===== config.mk =====
export PLATFORM = sky130hd
export DESIGN_NAME = mem_io_arbiter
export DESIGN_NICKNAME = d
export VERILOG_FILES = /design/src/rtl/mem_io_arbiter.sv
export SDC_FILE = /design/constraint.sdc
export NUM_CORES = 1
export LEC_CHECK = 0
export CORE_MARGIN = 2
export CORE_UTILIZATION = 31
export DETAILED_ROUTE_END_ITERATION = 12
export GPL_TIMING_DRIVEN = 0
export SLEW_MARGIN = 20
export SYNTH_ARGS = -nofsm -noshare
export SYNTH_HDL_FRONTEND = slang
export SYNTH_SLANG_ARGS = --single-unit
export TNS_END_PERCENT = 50

===== constraint.sdc =====
create_clock -name clock -period 7.6 [get_ports clock]
set_clock_uncertainty 0.2 [all_clocks]
set_input_delay 1.52 -clock clock [delete_from_list [all_inputs] [get_ports clock]]
set_output_delay 1.52 -clock clock [all_outputs]
set_load 0.01 [all_outputs]

===== src/rtl/mem_io_arbiter.sv =====
// Data-bus arbiter/sequencer: shares the data BRAM and LED/switch registers
// between the CPU port and a debug/loader port. Define DBG_PORT_EN for dual-port round-robin.
module mem_io_arbiter #(
  parameter logic [31:0] LED_ADDR = 32'hFFFF_FC60,
  parameter logic [31:0] SW_ADDR  = 32'hFFFF_FC70,
  parameter logic [21:0] IO_TAG   = 22'h3F_FFFF
) (
  input  logic        clock,
  input  logic        reset,
  input  logic        cpu_req,
  input  logic        cpu_we,
  input  logic [31:0] cpu_addr,
  input  logic [31:0] cpu_wdata,
  output logic [31:0] cpu_rdata,
  output logic        cpu_ready,
  input  logic        dbg_req,
  input  logic        dbg_we,
  input  logic [31:0] dbg_addr,
  input  logic [31:0] dbg_wdata,
  output logic [31:0] dbg_rdata,
  output logic        dbg_ready,
  output logic [31:0] mem_addr,
  output logic [31:0] mem_wdata,
  output logic        mem_we,
  input  logic [31:0] mem_rdata,
  input  logic [15:0] sw,
  output logic [15:0] led_out
);

  typedef enum logic [1:0] {S_IDLE, S_ACCESS, S_RESP} state_t;

  state_t      state_q, state_d;
  logic        grant_q, grant_d;
  logic        last_dbg_q, last_dbg_d;
  logic        we_q, we_d;
  logic [31:0] addr_q, addr_d;
  logic [31:0] wdata_q, wdata_d;
  logic [31:0] mem_addr_q, mem_addr_d;
  logic [31:0] mem_wdata_q, mem_wdata_d;
  logic        mem_we_q, mem_we_d;
  logic [15:0] led_q, led_d;
  logic [15:0] sw_cap_q, sw_cap_d;
  logic        cpu_ready_q, cpu_ready_d;
  logic        dbg_ready_q, dbg_ready_d;
  logic [31:0] cpu_rdata_q, cpu_rdata_d;
  logic [31:0] dbg_rdata_q, dbg_rdata_d;

  logic        sel_dbg, req_any;
  logic        req_we, req_io;
  logic [31:0] req_addr, req_wdata;
  logic        is_io, is_led, is_sw;
  logic [31:0] resp_data;

`ifdef DBG_PORT_EN
  // On a tie the port not granted last wins.
  assign sel_dbg   = dbg_req & (~cpu_req | ~last_dbg_q);
  assign req_any   = cpu_req | dbg_req;
  assign dbg_ready = dbg_ready_q;
  assign dbg_rdata = dbg_ready_q ? resp_data : dbg_rdata_q;
`else
  assign sel_dbg   = 1'b0;
  assign req_any   = cpu_req;
  assign dbg_ready = 1'b0;
  assign dbg_rdata = '0;
  logic unused_dbg;
  assign unused_dbg = ^{dbg_req, dbg_we, dbg_addr, dbg_wdata,
                        dbg_ready_q, dbg_rdata_q, last_dbg_q};
`endif

  assign req_we    = sel_dbg ? dbg_we    : cpu_we;
  assign req_addr  = sel_dbg ? dbg_addr  : cpu_addr;
  assign req_wdata = sel_dbg ? dbg_wdata : cpu_wdata;
  assign req_io    = (req_addr[31:10] == IO_TAG);

  assign is_io  = (addr_q[31:10] == IO_TAG);
  assign is_led = is_io && ({addr_q[31:2], 2'b00} == LED_ADDR);
  assign is_sw  = is_io && ({addr_q[31:2], 2'b00} == SW_ADDR);

  always_comb begin
    resp_data = '0;
    if (!we_q) begin
      if (!is_io)      resp_data = mem_rdata;
      else if (is_led) resp_data = {16'b0, led_q};
      else if (is_sw)  resp_data = {16'b0, sw_cap_q};
    end
  end

  // Memory address/enable are loaded on accept so they are registered while in ACCESS.
  always_comb begin
    state_d     = state_q;
    grant_d     = grant_q;
    last_dbg_d  = last_dbg_q;
    we_d        = we_q;
    addr_d      = addr_q;
    wdata_d     = wdata_q;
    mem_addr_d  = mem_addr_q;
    mem_wdata_d = mem_wdata_q;
    mem_we_d    = 1'b0;
    led_d       = led_q;
    sw_cap_d    = sw_cap_q;
    cpu_ready_d = 1'b0;
    dbg_ready_d = 1'b0;
    cpu_rdata_d = cpu_rdata_q;
    dbg_rdata_d = dbg_rdata_q;
    unique case (state_q)
      S_IDLE: begin
        if (req_any) begin
          state_d    = S_ACCESS;
          grant_d    = sel_dbg;
          last_dbg_d = sel_dbg;
          we_d       = req_we;
          addr_d     = req_addr;
          wdata_d    = req_wdata;
          if (!req_io) begin
            mem_addr_d  = req_addr;
            mem_wdata_d = req_wdata;
            mem_we_d    = req_we;
          end
        end
      end
      S_ACCESS: begin
        state_d = S_RESP;
        if (we_q && is_led) led_d = wdata_q[15:0];
        if (!we_q && is_sw) sw_cap_d = sw;
        cpu_ready_d = ~grant_q;
        dbg_ready_d = grant_q;
      end
      S_RESP: begin
        state_d = S_IDLE;
        if (grant_q) dbg_rdata_d = resp_data;
        else         cpu_rdata_d = resp_data;
      end
      default: state_d = S_IDLE;
    endcase
  end

  always_ff @(posedge clock or posedge reset) begin
    if (reset) begin
      state_q     <= S_IDLE;
      grant_q     <= 1'b0;
      last_dbg_q  <= 1'b1;
      we_q        <= 1'b0;
      addr_q      <= '0;
      wdata_q     <= '0;
      mem_addr_q  <= '0;
      mem_wdata_q <= '0;
      mem_we_q    <= 1'b0;
      led_q       <= '0;
      sw_cap_q    <= '0;
      cpu_ready_q <= 1'b0;
      dbg_ready_q <= 1'b0;
      cpu_rdata_q <= '0;
      dbg_rdata_q <= '0;
    end else begin
      state_q     <= state_d;
      grant_q     <= grant_d;
      last_dbg_q  <= last_dbg_d;
      we_q        <= we_d;
      addr_q      <= addr_d;
      wdata_q     <= wdata_d;
      mem_addr_q  <= mem_addr_d;
      mem_wdata_q <= mem_wdata_d;
      mem_we_q    <= mem_we_d;
      led_q       <= led_d;
      sw_cap_q    <= sw_cap_d;
      cpu_ready_q <= cpu_ready_d;
      dbg_ready_q <= dbg_ready_d;
      cpu_rdata_q <= cpu_rdata_d;
      dbg_rdata_q <= dbg_rdata_d;
    end
  end

  assign mem_addr  = mem_addr_q;
  assign mem_wdata = mem_wdata_q;
  assign mem_we    = mem_we_q;
  assign led_out   = led_q;
  assign cpu_ready = cpu_ready_q;
  assign cpu_rdata = cpu_ready_q ? resp_data : cpu_rdata_q;

endmodule

## Word-level counts from Yosys, hierarchy flattened

Index checks and enable logic that the tools add are counted.

- Output and inout port bits: 147
- Word-level logic and storage cells: 40
- Register bits: 181

- Mux-type cells: 11
- Bitwise operators: 1
- Reductions and logical operators: 10
- Eq/ne operators: 7

Operators with widths:

| kind | number |
|---|---|
| 32-bit two-way mux | 3 |
| 30-bit == test (second input constant) | 2 |
| 22-bit == test (second input constant) | 2 |
| 16-bit two-way mux | 2 |
| 2-bit AND reduction | 3 |
| 1-bit logical AND | 4 |
| 1-bit two-way mux | 4 |
| 2-bit case mux with 2 select lines | 1 |
| 3-bit AND reduction | 1 |
| 2-bit by 1-bit == test with 1-bit output (second input constant) | 1 |
| 2-bit == test (second input constant) | 1 |
| 2-bit logical NOT | 1 |
| 2-bit two-way mux | 1 |
| 2-bit != test (second input constant) | 1 |
| 1-bit logical NOT | 1 |
| 1-bit NOT | 1 |

## Logic depth before layout (Yosys ltp)

Gate-level depths: netlist (run 1).

- Word-level depth: 7
- Gate-level depth with buffers: 7
- Gate-level depth less buffers: 4

## Worst setup path after synthesis (run 1)

No wires, ideal clock.

- Kind: flip-flop to output port
- From: register addr_q[26]
- To: output port cpu_rdata[10]
- Path slack: 4032 ps
- Cell stages (with the launch flop): 8
- Data required time: 5880 ps
- Data arrival time: 1848 ps
- Cells stage by stage: dfrtp_1 -> nand4_1 -> or4_4 -> buf_6 -> nand2b_1 -> clkbuf_1 -> clkbuf_1 -> o211ai_1

- Longest elaborated chain between the ends: 7
- Elaborated cells between the ends (all ways): 10
- Classes of those cells: eq/ne: 3; mux: 5; reduce/logical: 2

Ends and longest elaborated chain:

| what | line | text |
|---|---|---|
| start, declared | 36 | `logic [31:0] addr_q, addr_d;` |
| start signal, assigned | 159 | `addr_q <= addr_d;` |
| 30-bit == test / 22-bit == test (equally long branches) | 77, 75 |  |
| 1-bit logical AND | 77 | `assign is_sw = is_io && ({addr_q[31:2], 2'b00} == SW_ADDR);` |
| 16-bit two-way mux | 84 | `else if (is_sw) resp_data = {16'b0, sw_cap_q};` |
| 16-bit two-way mux | 83 | `else if (is_led) resp_data = {16'b0, led_q};` |
| 32-bit two-way mux (*) | 82 | `if (!is_io) resp_data = mem_rdata;` |
| 32-bit two-way mux (*) | 81 | `if (!we_q) begin` |
| 32-bit two-way mux (*) | 178 | `assign cpu_rdata = cpu_ready_q ? resp_data : cpu_rdata_q;` |
| end, declared | 14 | `output logic [31:0] cpu_rdata,` |

Every way passes the cells marked *; elsewhere a longest branch is shown, timed or not.

## Worst setup path after layout (run 1)

- From: register we_q
- To: output port cpu_rdata[10]

- Longest elaborated chain between the ends: 2

Ends and longest elaborated chain:

| what | line | text |
|---|---|---|
| start, declared | 35 | `logic we_q, we_d;` |
| start signal, assigned | 158 | `we_q <= we_d;` |
| 32-bit two-way mux | 81 |  |
| 32-bit two-way mux | 178 |  |

Every way passes these cells.

==> qor.yml, run 1 <==
grt.overflow.total: 0
period_minus_slack_ps: 5138
p_leak_nw: 4.728
r2r_slack_ps: 4730
htree_levels: 4
peakVddDrop_v: 0.0001472
outcome: "complete, no violations"
drc: 0
synth_largest_area_cell: "dfrtp_1"
grt_usage_pct: 16.74
worst_pin_slew_ps: 845.9
wl_per_cell_um: 18.42
slew_violations: 0
setup_violations: 0
cts.sinks: 179
cp-end-kind: "output port"
r2r_cells: 6
critPathMaxFanout: 10
worst_setup_path_start_kind: "flop"
die_h_um: 163.4
powerDensity_mw_per_mm2: 276.9
drt-initial-drc-count: 272
io_pins: 329
ant_nets: 0
gp_congestion: 0.7648
rows: 58
cts_setup_buffers: 0
wl_um: 22200
ys_seq_elements: 179
path_class: "reg -> out"
synth_commonest_cells: "dfrtp_1, mux2_2, o211ai_1"
post-dp-hpwl_um: 16480
dieArea_sq_mm: 0.02671
max_freq_ghz: 0.1946
hold-path-endpoint: "state_q[1]"
worst_path_max_delay_cell: "clkdlybuf4s50_1"
post-place-cells: 1173
r2r_start: "addr_q[25]"
yosysSeqAreaShare_pct: 56.83
portBuffers: 229
route.vias.total: 5725
yosysUniqueCellTypes: 33
async_flop_share_pct: 100.0
grt_pass1_vias: 6027
hold_viol: 0
grt_pass1_wl_um: 34180
cts_tree: "yes"
syn_area_sq_mm: 0.007881
start_util_pct: 31.48
worst-path-buf-inv: 3
crit_chain: "or4_1, nor4_1, nand2b_1, clkbuf_1, clkbuf_1, o211ai_1, clkdlybuf4s50_1"
cts-resized-gates: 0
area_growth_pct: 43.93
crit_arrival_ps: 3420
first_pass_iters: 4
core_area_sq_mm: 0.02504
grt_setup_unrepaired: "no"
worst_slack_ps: 2462
cp_top_family: "buffers and inverters"
grt_max_degree: 97
fin_area_sq_mm: 0.01134
synth_ff_type: "dfrtp_1"
die-width_um: 163.4
reg2reg_to: "led_out[6]"
synth_warnings: 0
placed_area_sq_mm: 0.01074
stdcell_count: 1205
cts_hold_buf: 0
clkLatencyLatePin_ps: 430
hold_class: "reg -> reg"
clockRootBuffer: "clkbuf_16"
crit_top_cell: "clkbuf_1"
cpPeakStageDelay_ps: 600
synthCells: 581
cp.required_ps: 5880
yosysMostFrequentCell: "dfrtp_1"
synth_edf_count: 0
grt_antenna_before_repair: 0
finalCritPeriodShare_pct: 67.61
drive_gt1_share_pct: 24.91
avgViaCountPerCell: 4.751
nNetsFinal: 1044
place_ws_ps: 2920
max-cap-violations: 0
hold_depth: 1
synth_area_per_cell_sq_um: 13.57
synthTopCellsByArea: "dfrtp_1, mux2_2, o211ai_1, a22o_1, buf_4"
yosysTopAreaCellShare_pct: 56.83
n_antenna_cell: 0
slew_headroom_pct: 43.61
cts_buffer_depth: 2
fin_util_pct: 45.31
cts-buffers-inserted: 17
final.setup.tns_ps: 0
min_from: "state_q[1]"
path_clk_slew_ps: 60
## final cells by class
type | count | area (sq um)
plain buffers | 73 | 430.4
clock buffers | 19 | 442.9
well taps | 330 | 412.9
flip-flops and latches | 179 | 4479
inverters | 2 | 15.01
clock inverters | 13 | 158.9
fillers | 2356 | 13690
multi-input cells | 359 | 3084
repair buffers | 230 | 2320
## kinds of logic after synthesis
| family | after synthesis | synth area share, % |
|---|---|---|
| buffers and inverters | 75 | 5.556 |
| multiplexers | 159 | 22.94 |
| other | 1 | 0.04758 |
| AO/OA/AOI/OAI | 99 | 9.954 |
| AND/OR/NAND/NOR | 68 | 4.667 |
| flip-flops | 179 | 56.83 |
## worst register-to-register path, stage by stage (launching register included)
cell and delay, ps:
dfrtp_1 350, nand4_1 150, or4_4 580, buf_6 170, nor4_4 560, buf_2 370
mux2_2 370
## registers in the layout (all words and copies together), names as in the netlist
| register | cells |
|---|---|
| wdata_q | 16 |
| led_out | 16 |
| state_q | 2 |
| mem_addr | 32 |
| sw_cap_q | 16 |
| we_q | 1 |
| cpu_ready | 1 |
| mem_we | 1 |
| cpu_rdata_q | 32 |
| addr_q | 30 |
| mem_wdata | 32 |
## how the worst max path moves through the flow
stage | startpoint | end | slack (ps) | cells after the start
2_1_floorplan | reset | addr_q[10] | 1020 | 1
3_3_place_gp | reset | mem_addr[0] | -1930 | 2
3_5_place_dp | we_q | cpu_rdata[10] | 2920 | 7
4_1_cts | we_q | cpu_rdata[10] | 2440 | 7
5_1_grt | we_q | cpu_rdata[10] | 2350 | 7
6_report | we_q | cpu_rdata[10] | 2460 | 7
## metal layers
metal / share of wire [%] / vias up / track usage (%)
li1: - / 2635 / -
met1: 46 / 2819 / 22.21
met2: 44 / 252 / 26.22
met3: 8.8 / 19 / 5.130
met4: 1.3 / 0 / 5.149
met5: 0 / - / 0
## report_power, final
part,switching [W],total (W),internal [W]
clock,0.000412,0.000919,0.000506
combinational,0.000378,0.000933,0.000555
sequential,0.000116,0.00129,0.00117
total,0.000906,0.00314,0.00223
## through the flow
| step | power, W | hold slack [ps] |
|---|---|---|
| finish | 0.003141 | 276.0 |
| global route | 0.003312 | 309.4 |
| CTS | 0.003187 | 281.8 |
| detailed placement | 0.002249 | 272.9 |
| global placement | 0.002235 | 265.0 |
| floorplan | 0.001756 | 247.6 |
## cells in the final DEF, fill, tap and decap left out, types with 2 or more instances in the layout
cell / netlist / layout
buf_4: 33 / 33
clkbuf_16: 0 / 17
o211ai_1: 64 / 64
or3_1: 3 / 3
nor2_1: 2 / 2
dfrtp_1: 179 / 179
or4_4: 2 / 2
buf_1: 5 / 5
mux2i_1: 16 / 16
nand2b_1: 2 / 2
mux2_4: 10 / 10
nand4_1: 10 / 10
inv_8: 0 / 4
bufinv_16: 0 / 2
o21a_1: 2 / 2
clkdlybuf4s50_1: 0 / 229
conb_1: 1 / 33
nand2_1: 35 / 35
nor2b_1: 2 / 2
buf_6: 2 / 2
inv_6: 0 / 5
clkbuf_1: 31 / 32
or4_1: 3 / 3
mux2_2: 133 / 133
or2_2: 2 / 2
a22o_1: 32 / 32
No activity file was read; power rests on OpenSTA's default activity.
==> inputs of run 2 (changes only) <==
clock period = 4.6 ns   (was 7.6 ns; I/O delays follow)
==> qor.yml, run 2 (synthesis results as in run 1) <==
pwr-share-clk_pct: 29.0  # -0.3 points
post-dp-hpwl_um: 16900  # +2.6%
hold-path-endpoint: "state_q[1]"
reg2reg_to: "mem_wdata[2]"
grt_pass1_wl_um: 34580  # +1.2%
gp_congestion: 0.7941  # +3.8%
wl_per_cell_um: 18.17  # -1.4%
hold_depth: 1  # unchanged
path_clk_slew_ps: 70  # about the same
p_sw_share_pct: 30.14  # +1.3 points
nNetsFinal: 1049  # +0.48%
dieArea_sq_mm: 0.02671  # unchanged
grt_max_degree: 32  # -67%
critPathMaxFanout: 16  # +6
cts_setup_buffers: 0  # unchanged
period_minus_slack_ps: 4368
path_class: "reg -> out"
slew_headroom_pct: 41.69  # -1.9 points
wl_um: 21990  # -0.95%
p_int_w: 0.003620  # +62%
htree_levels: 4  # unchanged
grt.overflow.total: 0  # unchanged
core_area_sq_mm: 0.02504  # unchanged
fin_util_pct: 45.85  # +0.54 points
worst_slack_ps: 231.7  # -2230 ps
p_comb_share_pct: 30.0  # +0.3 points
powerDensity_mw_per_mm2: 451.4  # +63%
worst_path_max_delay_cell: "clkdlybuf4s50_1"
p_leak_nw: 4.785  # +1.2%
route.vias.total: 5712  # -0.23%
slew_violations: 0  # unchanged
hold_viol: 0  # unchanged
max_freq_ghz: 0.2289
power.total_w: 0.005182  # +65%
first_pass_iters: 4  # unchanged
holdWs_ps: 281.0  # +5.020 ps
grt_usage_pct: 16.91  # +0.18 points
grt_antenna_before_repair: 0  # unchanged
seqPwrFrac_pct: 41.1  # about the same
cts-buffers-inserted: 17  # unchanged
cts_tree: "yes"
place_ws_ps: 580.5  # -2340 ps
grt_setup_unrepaired: "no"
r2r_slack_ps: 1700  # -3030 ps
cpPeakStageDelay_ps: 610  # about the same
io_pins: 329  # unchanged
r2r_cells: 5  # -1
max-cap-violations: 0  # unchanged
drc: 0  # unchanged
r2r_start: "state_q[0]"
clockRootBuffer: "clkbuf_16"
die_h_um: 163.4  # unchanged
ant_nets: 0  # unchanged
cts_buffer_depth: 2  # unchanged
drive_gt1_share_pct: 25.57  # +0.65 points
portBuffers: 229  # unchanged
hold_class: "reg -> reg"
n_antenna_cell: 0  # unchanged
crit_arrival_ps: 3250  # -170 ps
clkLatencyLatePin_ps: 440  # about the same
crit_chain: "or4_1, nor4_1, nand2b_1, clkbuf_1, o211ai_1, clkdlybuf4s50_1"
setup_violations: 0  # unchanged
switching_power_w: 0.001562  # +72%
rows: 58  # unchanged
grt_pass1_vias: 5864  # -2.7%
cts.sinks: 179  # unchanged
avgViaCountPerCell: 4.721  # -0.64%
drt-initial-drc-count: 250  # -8.1%
start_util_pct: 31.48  # unchanged
cp-end-kind: "output port"
min_from: "state_q[1]"
finalCritPeriodShare_pct: 94.96
outcome: "complete, no violations"
stdcell_count: 1210  # +0.41%
cp.required_ps: 3480  # -2400 ps
peakVddDrop_v: 0.0002291  # +56%
worst_pin_slew_ps: 874.7  # +28.82 ps
die-width_um: 163.4  # unchanged
worst_setup_path_start_kind: "flop"
post-place-cells: 1179  # +0.51%
area_growth_pct: 45.64
layout_common_cells: "clkdlybuf4s50_1, dfrtp_1, mux2_2"
layout_commonest_cell: "clkdlybuf4s50_1"
-- run 2: cell type report --
class / instances / area [sq um]
timing repair buffer: 236 / 2447
clock inverter: 14 / 177.7
inverter: 2 / 11.26
tap: 330 / 412.9
sequential: 179 / 4479
buffer: 72 / 426.7
multi-input combinational: 359 / 3084
clock buffer: 18 / 439.2
fill: 2333 / 13560
-- run 2: per-stage QoR --
stage | instance area [sq um] | setup TNS [ps]
after floorplan | 8005 | 0
after global placement | 10710 | -94730
after detailed placement | 10870 | 0
after CTS | 11480 | 0
after global routing | 11480 | 0
final | 11480 | 0
-- run 2: what timing repair did --
item,CTS,global route
endpoints found under the setup margin,0,1
hold buffers,0,0
resized for setup,0,0
-- run 2: per-layer routing --
layer | vias to the layer above | wire length (um) | track usage (%)
li1 | 2661 | - | -
met2 | 245 | 9977 | 26.66
met1 | 2792 | 9732 | 22.04
met5 | - | 0 | 0
met3 | 14 | 2103 | 6.653
met4 | 0 | 177 | 3.540
-- run 2: how the worst max path moves through the flow --
stage / startpoint / endpoint / slack (ps) / cells after the start
after floorplan: reset / addr_q[10] / 1190 / 1
final: we_q / cpu_rdata[6] / 230 / 6
after CTS: we_q / cpu_rdata[6] / 100 / 7
after detailed placement: we_q / cpu_rdata[6] / 580 / 7
after global placement: reset / mem_addr[1] / -550 / 2
after global routing: cpu_ready / cpu_rdata[23] / 30 / 6
-- run 2: power groups by stage --
stage	Combinational, W	Clock, W	Sequential [W]
2_1_floorplan	0.000712	0	0.00219
3_3_place_gp	0.00155	0	0.00215
3_5_place_dp	0.00157	0	0.00216
4_1_cts	0.00158	0.00154	0.00213
5_1_grt	0.00168	0.00161	0.00218
6_report	0.00155	0.00150	0.00213
-- run 2: worst max-delay path, delay by kind of cell, from the launching register on --
family	cells	cell delay, ps
buffers and inverters	2	1000
DFF	1	450
and+or+nand+nor	3	960
AOI/OAI and AO/OA	1	410
==> inputs of run 3 (changes only) <==
CORE_UTILIZATION = 39   (was 31)
PLACE_DENSITY = 0.77   (was not set)
==> qor.yml, run 3 (synthesis results as in run 1) <==
drive_gt1_share_pct: 25.51  # -0.056 points
period_minus_slack_ps: 4304  # -64.26 ps
layout_commonest_cell: "clkdlybuf4s50_1"
final.setup.tns_ps: 0  # unchanged
ant_nets: 0  # unchanged
first_pass_iters: 5  # +1
peakVddDrop_v: 0.0002650  # +16%
hold_class: "reg -> reg"
htree_levels: 4  # unchanged
cp.required_ps: 3480  # about the same
core_area_sq_mm: 0.01965  # -21%
wl_per_cell_um: 18.36  # +1.0%
outcome: "complete, no violations"
worst_setup_path_start_kind: "flop"
clockRootBuffer: "clkbuf_16"
wl_um: 20990  # -4.6%
area_growth_pct: 43.55
max_freq_ghz: 0.2323  # +1.5%
cts_buffer_depth: 2  # unchanged
grt_antenna_before_repair: 0  # unchanged
avgViaCountPerCell: 5.010  # +6.1%
path_clk_slew_ps: 70  # about the same
cpPeakStageDelay_ps: 580  # -30 ps
fin_area_sq_mm: 0.01131  # -1.4%
dieArea_sq_mm: 0.02136  # -20%
crit_arrival_ps: 3180  # -70 ps
drc: 0  # unchanged
post-dp-hpwl_um: 15870  # -6.1%
cts.sinks: 179  # unchanged
crit_chain: "or4_1, nor4_1, nand2b_1, clkbuf_1, o211ai_1, clkdlybuf4s50_1"
placed_area_sq_mm: 0.01073  # -1.3%
fin_util_pct: 57.56  # +12 points
clkLatencyLatePin_ps: 430  # about the same
post-place-cells: 1112  # -5.7%
grt_setup_unrepaired: "no"
max-cap-violations: 0  # unchanged
setup_violations: 0  # unchanged
path_class: "reg -> out"
die-width_um: 146.2  # -11%
start_util_pct: 40.10  # +8.6 points
layout_common_cells: "clkdlybuf4s50_1, dfrtp_1, mux2_2"
grt.overflow.total: 0  # unchanged
finalCritPeriodShare_pct: 93.57  # -1.4 points
portBuffers: 229  # unchanged
n_antenna_cell: 0  # unchanged
nNetsFinal: 1047  # -0.19%
cts-buffers-inserted: 17  # unchanged
io_pins: 329  # unchanged
grt_usage_pct: 20.11  # +3.2 points
critPathMaxFanout: 16  # unchanged
die_h_um: 146.2  # -11%
cts_setup_buffers: 0  # unchanged
route.vias.total: 5727  # +0.26%
cts_tree: "yes"
p_leak_nw: 4.746  # -0.82%
grt_pass1_vias: 6055  # +3.3%
rows: 51  # -12%
worst_pin_slew_ps: 800.2  # -74.54 ps
grt_max_degree: 35  # +9.4%
holdWs_ps: 288.2  # +7.125 ps
slew_headroom_pct: 46.65  # +5.0 points
drt-initial-drc-count: 222  # -11%
cp-end-kind: "output port"
hold_viol: 0  # unchanged
slew_violations: 0  # unchanged
powerDensity_mw_per_mm2: 451.7  # about the same
worst_path_max_delay_cell: "or4_1"
stdcell_count: 1143  # -5.5%
grt_pass1_wl_um: 33830  # -2.2%
gp_congestion: 0.7651  # -3.7%
-- run 3: cell count changes in the layout (fill, tap and decap cells not counted), sizes merged --
cell	delta
inv	+3
buf	-2
clkinvlp	+1
clkinv	-3
clkbuf	-1
-- run 3: stage by stage --
step	setup WS [ps]	total power (W)
finish	295.9	0.005111
global route	54.41	0.005382
CTS	138.3	0.005172
detailed placement	609.7	0.003712
global placement	-380.2	0.003659
floorplan	1185	0.002902
-- run 3: area by class of cell --
| class | instances | area [sq um] |
|---|---|---|
| multi-input cells | 359 | 3087 |
| flip-flops and latches | 179 | 4479 |
| fillers | 1655 | 8341 |
| repair buffers | 234 | 2392 |
| well taps | 265 | 331.6 |
| inverters | 2 | 11.26 |
| clock buffers | 17 | 425.4 |
| clock inverters | 15 | 160.2 |
| plain buffers | 72 | 426.7 |
-- run 3: where the power goes --
part	switching [W]	internal, W
Sequential	0.000195	0.00194
Clock	0.000705	0.000732
Combinational	0.000618	0.000924
-- run 3: worst paths after layout --
check	from	end	slack [ps]	cells past startpoint
setup / recovery	we_q	cpu_rdata[8]	300	6
hold / removal	state_q[1]	state_q[1]	290	1
setup reg to reg	state_q[1]	mem_wdata[8]	1760	5
hold reg to reg	state_q[1]	state_q[1]	290	1
max in group asynchronous	reset	wdata_q[14]	2440	5
min in group asynchronous	reset	cpu_rdata_q[27]	710	2
-- run 3: metal layers --
metal	up-vias	wire length, um	share of wire (%)	track usage [%]
li1	2657	-	-	-
met1	2838	9288	44	26.23
met2	217	10110	48	33.33
met3	15	1430	6.8	6.031
met4	0	160	0.76	4.466
met5	-	0	0	0
-- run 3: critical path, delay by kind of cell (launching register included) --
family	cells	cell delay, ps
and+or+nand+nor	3	1010
buffers and inverters	2	940
DFF	1	460
AOI/OAI and AO/OA	1	350
-- run 3: repair_timing --
| item | in CTS | in global routing |
|---|---|---|
| hold buffers | 0 | 0 |
| resized for setup | 0 | 1 |
| setup endpoints to repair | 0 | 8 |
